--- config.mk ---
export PLATFORM = sky130hd
export DESIGN_NAME = neuron_mac_layer
export DESIGN_NICKNAME = d
export VERILOG_FILES = /design/src/rtl/neuron_mac_layer.sv
export SDC_FILE = /design/constraint.sdc
export NUM_CORES = 2
export LEC_CHECK = 0
export CORE_MARGIN = 5
export CORE_UTILIZATION = 38
export CTS_CLUSTER_SIZE = 28
export DETAILED_ROUTE_END_ITERATION = 10
export GPL_TIMING_DRIVEN = 0
export PLACE_DENSITY = 0.61
export SLEW_MARGIN = 30
export SYNTH_ARGS = -nofsm -noshare
export SYNTH_HDL_FRONTEND = slang
export SYNTH_SLANG_ARGS = --single-unit
--- constraint.sdc ---
create_clock -name clock -period 12 [get_ports clock]
set_clock_uncertainty 0.05 [all_clocks]
set_input_delay 1.2 -clock clock [delete_from_list [all_inputs] [get_ports clock]]
set_output_delay 1.2 -clock clock [all_outputs]
set_load 0.05 [all_outputs]
--- src/rtl/neuron_mac_layer.sv ---
// Sequential fully-connected layer: streams IDIM inputs into ODIM signed MAC lanes,
// then rescales, saturates and presents one ODIM-wide result. Optional ReLU: NEURON_MAC_RELU_EN.
module neuron_mac_layer #(
  parameter int DWIDTH = 16,
  parameter int FRAC   = 8,
  parameter int IDIM   = 4,
  parameter int ODIM   = 2,
  parameter int ACCW   = 2*DWIDTH + $clog2(IDIM) + 2
) (
  input  logic                     clock,
  input  logic                     reset_n,
  input  logic                     start,
  input  logic [ODIM*DWIDTH-1:0]   bias,
  input  logic                     in_valid,
  output logic                     in_ready,
  input  logic [DWIDTH-1:0]        in_x,
  input  logic [ODIM*DWIDTH-1:0]   in_w,
  output logic                     out_valid,
  input  logic                     out_ready,
  output logic [ODIM*DWIDTH-1:0]   out_y,
  output logic                     ovf,
  output logic                     busy
);

  localparam logic [1:0] S_IDLE   = 2'd0;
  localparam logic [1:0] S_ACCUM  = 2'd1;
  localparam logic [1:0] S_SCALE  = 2'd2;
  localparam logic [1:0] S_OUTPUT = 2'd3;

  localparam int CNTW = (IDIM > 1) ? $clog2(IDIM) : 1;
  localparam logic [CNTW-1:0] CNT_LAST = CNTW'(IDIM - 1);

  localparam logic signed [ACCW-1:0] SAT_MAX =
    {{(ACCW-DWIDTH+1){1'b0}}, {(DWIDTH-1){1'b1}}};
  localparam logic signed [ACCW-1:0] SAT_MIN =
    {{(ACCW-DWIDTH+1){1'b1}}, {(DWIDTH-1){1'b0}}};

  // Returns {clamp_active, saturated lane value}; the shift floors toward -inf.
  function automatic logic [DWIDTH:0] sat_lane(input logic signed [ACCW-1:0] a);
    logic signed [ACCW-1:0] t;
    t = a >>> FRAC;
    if (t > SAT_MAX)
      sat_lane = {1'b1, SAT_MAX[DWIDTH-1:0]};
    else if (t < SAT_MIN)
      sat_lane = {1'b1, SAT_MIN[DWIDTH-1:0]};
    else
      sat_lane = {1'b0, t[DWIDTH-1:0]};
  endfunction

`ifdef NEURON_MAC_RELU_EN
  function automatic logic [DWIDTH-1:0] relu(input logic [DWIDTH-1:0] v);
    relu = v[DWIDTH-1] ? '0 : v;
  endfunction
`endif

  logic [1:0]                   state;
  logic [CNTW-1:0]              cnt_p0;
  logic signed [ACCW-1:0]       acc_p0   [ODIM];
  logic signed [ACCW-1:0]       acc_next [ODIM];
  logic signed [ACCW-1:0]       bias_ext [ODIM];
  logic signed [2*DWIDTH-1:0]   prod     [ODIM];
  logic [DWIDTH:0]              sat_r    [ODIM];
  logic [ODIM-1:0]              lane_ovf;
  logic [ODIM*DWIDTH-1:0]       y_next;
  logic                         ovf_next;
  logic [ODIM*DWIDTH-1:0]       y_p1;
  logic                         vld_p1;

  // Stage p0: per-lane multiply-accumulate and bias preload
  always_comb begin
    for (int j = 0; j < ODIM; j++) begin
      prod[j]     = $signed(in_x) * $signed(in_w[j*DWIDTH +: DWIDTH]);
      acc_next[j] = acc_p0[j] + ACCW'(prod[j]);
      bias_ext[j] = ACCW'($signed(bias[j*DWIDTH +: DWIDTH])) <<< FRAC;
    end
  end

  // Stage p1: rescale, clamp and optional rectification of the final sums
  always_comb begin
    y_next   = '0;
    lane_ovf = '0;
    for (int j = 0; j < ODIM; j++) begin
      sat_r[j]    = sat_lane(acc_p0[j]);
      lane_ovf[j] = sat_r[j][DWIDTH];
`ifdef NEURON_MAC_RELU_EN
      y_next[j*DWIDTH +: DWIDTH] = relu(sat_r[j][DWIDTH-1:0]);
`else
      y_next[j*DWIDTH +: DWIDTH] = sat_r[j][DWIDTH-1:0];
`endif
    end
    ovf_next = |lane_ovf;
  end

  always_ff @(posedge clock or negedge reset_n) begin
    if (!reset_n) begin
      state  <= S_IDLE;
      cnt_p0 <= '0;
      for (int j = 0; j < ODIM; j++) acc_p0[j] <= '0;
      y_p1   <= '0;
      vld_p1 <= 1'b0;
    end else begin
      case (state)
        S_IDLE: begin
          if (start) begin
            for (int j = 0; j < ODIM; j++) acc_p0[j] <= bias_ext[j];
            cnt_p0 <= '0;
            state  <= S_ACCUM;
          end
        end
        S_ACCUM: begin
          if (in_valid) begin
            for (int j = 0; j < ODIM; j++) acc_p0[j] <= acc_next[j];
            cnt_p0 <= cnt_p0 + 1'b1;
            if (cnt_p0 == CNT_LAST) state <= S_SCALE;
          end
        end
        S_SCALE: begin
          y_p1   <= y_next;
          vld_p1 <= ovf_next;
          state  <= S_OUTPUT;
        end
        S_OUTPUT: begin
          if (out_ready) state <= S_IDLE;
        end
        default: state <= S_IDLE;
      endcase
    end
  end

  // Handshake flags are pure state decode, independent of in_valid/out_ready
  assign in_ready  = (state == S_ACCUM);
  assign out_valid = (state == S_OUTPUT);
  assign busy      = (state != S_IDLE);
  assign out_y     = y_p1;
  assign ovf       = vld_p1;

endmodule

==> metrics.cfg <==
[floorplanning]
die_area_sq_um=79200
die_w_um=281
rows=99
die_y_um=281
ios=121
initial_core_util=0.384
core_sq_um=73000

[clock_tree]
numCtsBuffers=9
clk_path_buf_depth=2
clkLatencyLatePin_ns=0.40
postCtsSetupBuffers=0
numClockSinks=109
h-tree-depth=3
cts.hold.buffers_added=0
cts_tree=yes
cts_resized=0
clk_pin_slew_ns=0.08
root_buffer=clkbuf_16

[detailed_routing]
vias_per_cell=5.10
drc=0
vias=21094
drt-wirelength-per-cell_um=20.5
drtPass1Iterations=5
routed_wl_um=84700
drt-initial-drc-count=1608
ant_nets=0

[timing]
setup_viol=0
drv_slew=0
min_period_ns=9.93
finalSetupTns_ns=0
slew_headroom=0.268
clock.fmax_mhz=101
rsz0062_at_grt=no
finalCritPeriodShare=0.827
worst_pin_slew_ns=1.10
hold_viol=0

[logic_synthesis]
ys_seq_area_frac=0.0975
syn-num-nets=3966
syn_inst=3033
async_flop_share=1.00
synth_warnings=0
synth_edf_count=0
ys_types=57
synthFlopType=dfrtp_1
synth.ff_latch_count=109
syn_area_sq_um=28000
synth_area_per_cell_sq_um=9.23

[final_layout]
drive_gt1_frac=0.0123
area_delta_synth_final_pct=9.87
num-nets-final=4100

[critical_path]
cp_data_required_time_ns=12.21
endpoint_kind=flip-flop
reg2reg_depth=18
startpoint=in_x[15]
arrival_ns=10.14
path_class=in -> reg
r2r-end=acc_p0[68]$_DFFE_PN0P_
r2r_setup_slack_ns=6.19
crit_fanout=10
worstReg2RegStart=acc_p0[51]$_DFFE_PN0P_
cp-start-kind=input port

[placement]
dp_hpwl_um=70700
place.gp.congestion=0.952
portBuffers=120

[global_route]
grt_pass1_vias=21738
gr-total-overflow=0
grt_pass1_wl_um=130000
antenna_found_initial=5
grtUsageTotal=0.219
grt_max_degree=63

[hold_path]
holdPathEnd=acc_p0[1]$_DFFE_PN0P_
min_path_type=reg -> reg
hp-start=acc_p0[1]$_DFFE_PN0P_
holdPathStages=1

[flow_run]
maxCapViolations=0

[outcome]
status=completed

## routing by layer
| metal | vias to the layer above | part of all wire | track usage | wire [um] |
|---|---|---|---|---|
| met2 | 796 | 0.45 | 0.339 | 37900 |
| met3 | 142 | 0.10 | 0.0551 | 8640 |
| li1 | 9303 | - | - | - |
| met1 | 10853 | 0.41 | 0.307 | 34800 |
| met4 | 0 | 0.040 | 0.0688 | 3380 |
| met5 | - | 0 | 0 | 0 |
## synth_stat cells (11+ instances only)
master / count / area (sq um)
nor3_1: 11 / 55.1
o22ai_1: 22 / 138
a21o_1: 54 / 405
xnor2_1: 49 / 429
o21ai_0: 76 / 380
xor2_1: 21 / 184
clkbuf_1: 120 / 450
a22o_1: 12 / 105
fa_1: 628 / 12600
nand2_1: 295 / 1110
nor2_1: 90 / 338
o211ai_1: 19 / 143
nand3_1: 13 / 65.1
dfrtp_1: 109 / 2730
and2_1: 249 / 1560
nand4_1: 13 / 81.3
ha_1: 220 / 2750
a211oi_1: 12 / 90.1
a21oi_1: 111 / 556
inv_1: 799 / 3000
## registers in the layout, summed over array words and instances, names as in the netlist
signal,count
acc_p0,72
out_y,32
cnt_p0,2
state,2
ovf,1
## area by class of cell
cell class / count / area (sq um)
multi-input cells: 2001 / 21800
clock inverters: 7 / 60.1
flip-flops and latches: 109 / 2730
well taps: 959 / 1200
repair buffers: 123 / 1260
clock buffers: 9 / 225
inverters: 799 / 3000
plain buffers: 124 / 477
diodes: 2 / 5.00
fillers: 7329 / 42200
## kinds of logic after synthesis
logic type                 after synthesis  share of synthesized area
buffers and inverters                  923                      0.124
adders and majority gates              848                      0.548
and+or+nand+nor                        707                      0.123
AOI/OAI and AO/OA                      371                     0.0842
DFF                                    109                     0.0975
xor gates and xnor gates                70                     0.0219
muxes                                    5                    0.00183
## critical path, stage by stage
cell             delay [ns]
clkdlybuf4s50_1        0.92
clkbuf_1               0.78
clkbuf_1               0.78
nand2_1                0.15
fa_1                   0.56
fa_1                   0.92
fa_1                   0.51
inv_1                  0.09
fa_1                   0.41
fa_1                   0.49
inv_1                  0.05
fa_1                   0.47
inv_1                  0.04
ha_1                   0.37
a21o_1                 0.19
a21o_1                 0.16
a21oi_1                0.26
nand3b_1               0.15
a211oi_1               0.71
nor3_1                 0.11
a2111oi_0              0.51
or4_1                  0.19
nand4_1                0.08
## worst max path at each step
stage | endpoint | slack, ns | cells past startpoint
6_report | acc_p0[68]$_DFFE_PN0P_ | 2.07 | 23
5_1_grt | acc_p0[68]$_DFFE_PN0P_ | 1.72 | 23
4_1_cts | acc_p0[68]$_DFFE_PN0P_ | 2.18 | 23
3_5_place_dp | acc_p0[68]$_DFFE_PN0P_ | 1.77 | 23
3_3_place_gp | acc_p0[68]$_DFFE_PN0P_ | 1.91 | 23
2_1_floorplan | acc_p0[68]$_DFFE_PN0P_ | 4.74 | 22
## per-stage QoR
stage	cell area, sq um	worst slack (ns)	util	hold WS [ns]	instances
global placement	30400	1.91	0.416	0.439	4112
CTS	30700	2.18	0.421	0.465	4130
detailed placement	30400	1.77	0.417	0.436	4114
floorplan	28000	4.74	-	0.406	3033
global route	30700	1.72	0.421	0.477	4131
finish	30700	2.07	0.421	0.466	4133
## cells in the final DEF, fill, tap and decap left out, drive strengths merged, types with 4 or more instances in the layout
cell / instances
a31oi: 9
nor3: 11
o22ai: 22
clkdlybuf4s50: 119
o31ai: 7
clkbuf: 129
buf: 8
nand2: 295
and3: 7
a21oi: 112
nand2b: 9
xor2: 21
and2: 249
xnor2: 49
o21ai: 78
a221o: 5
nor4: 7
nand3: 13
mux2i: 4
o21bai: 8
o21a: 9
a22o: 12
a21o: 54
ha: 220
a211oi: 13
nor2: 90
fa: 628
inv: 800
dfrtp: 109
o211ai: 20
nand4: 13
Power is not shown: default switching activity piles up to over one toggle a cycle in this logic, so the estimate is an artifact.
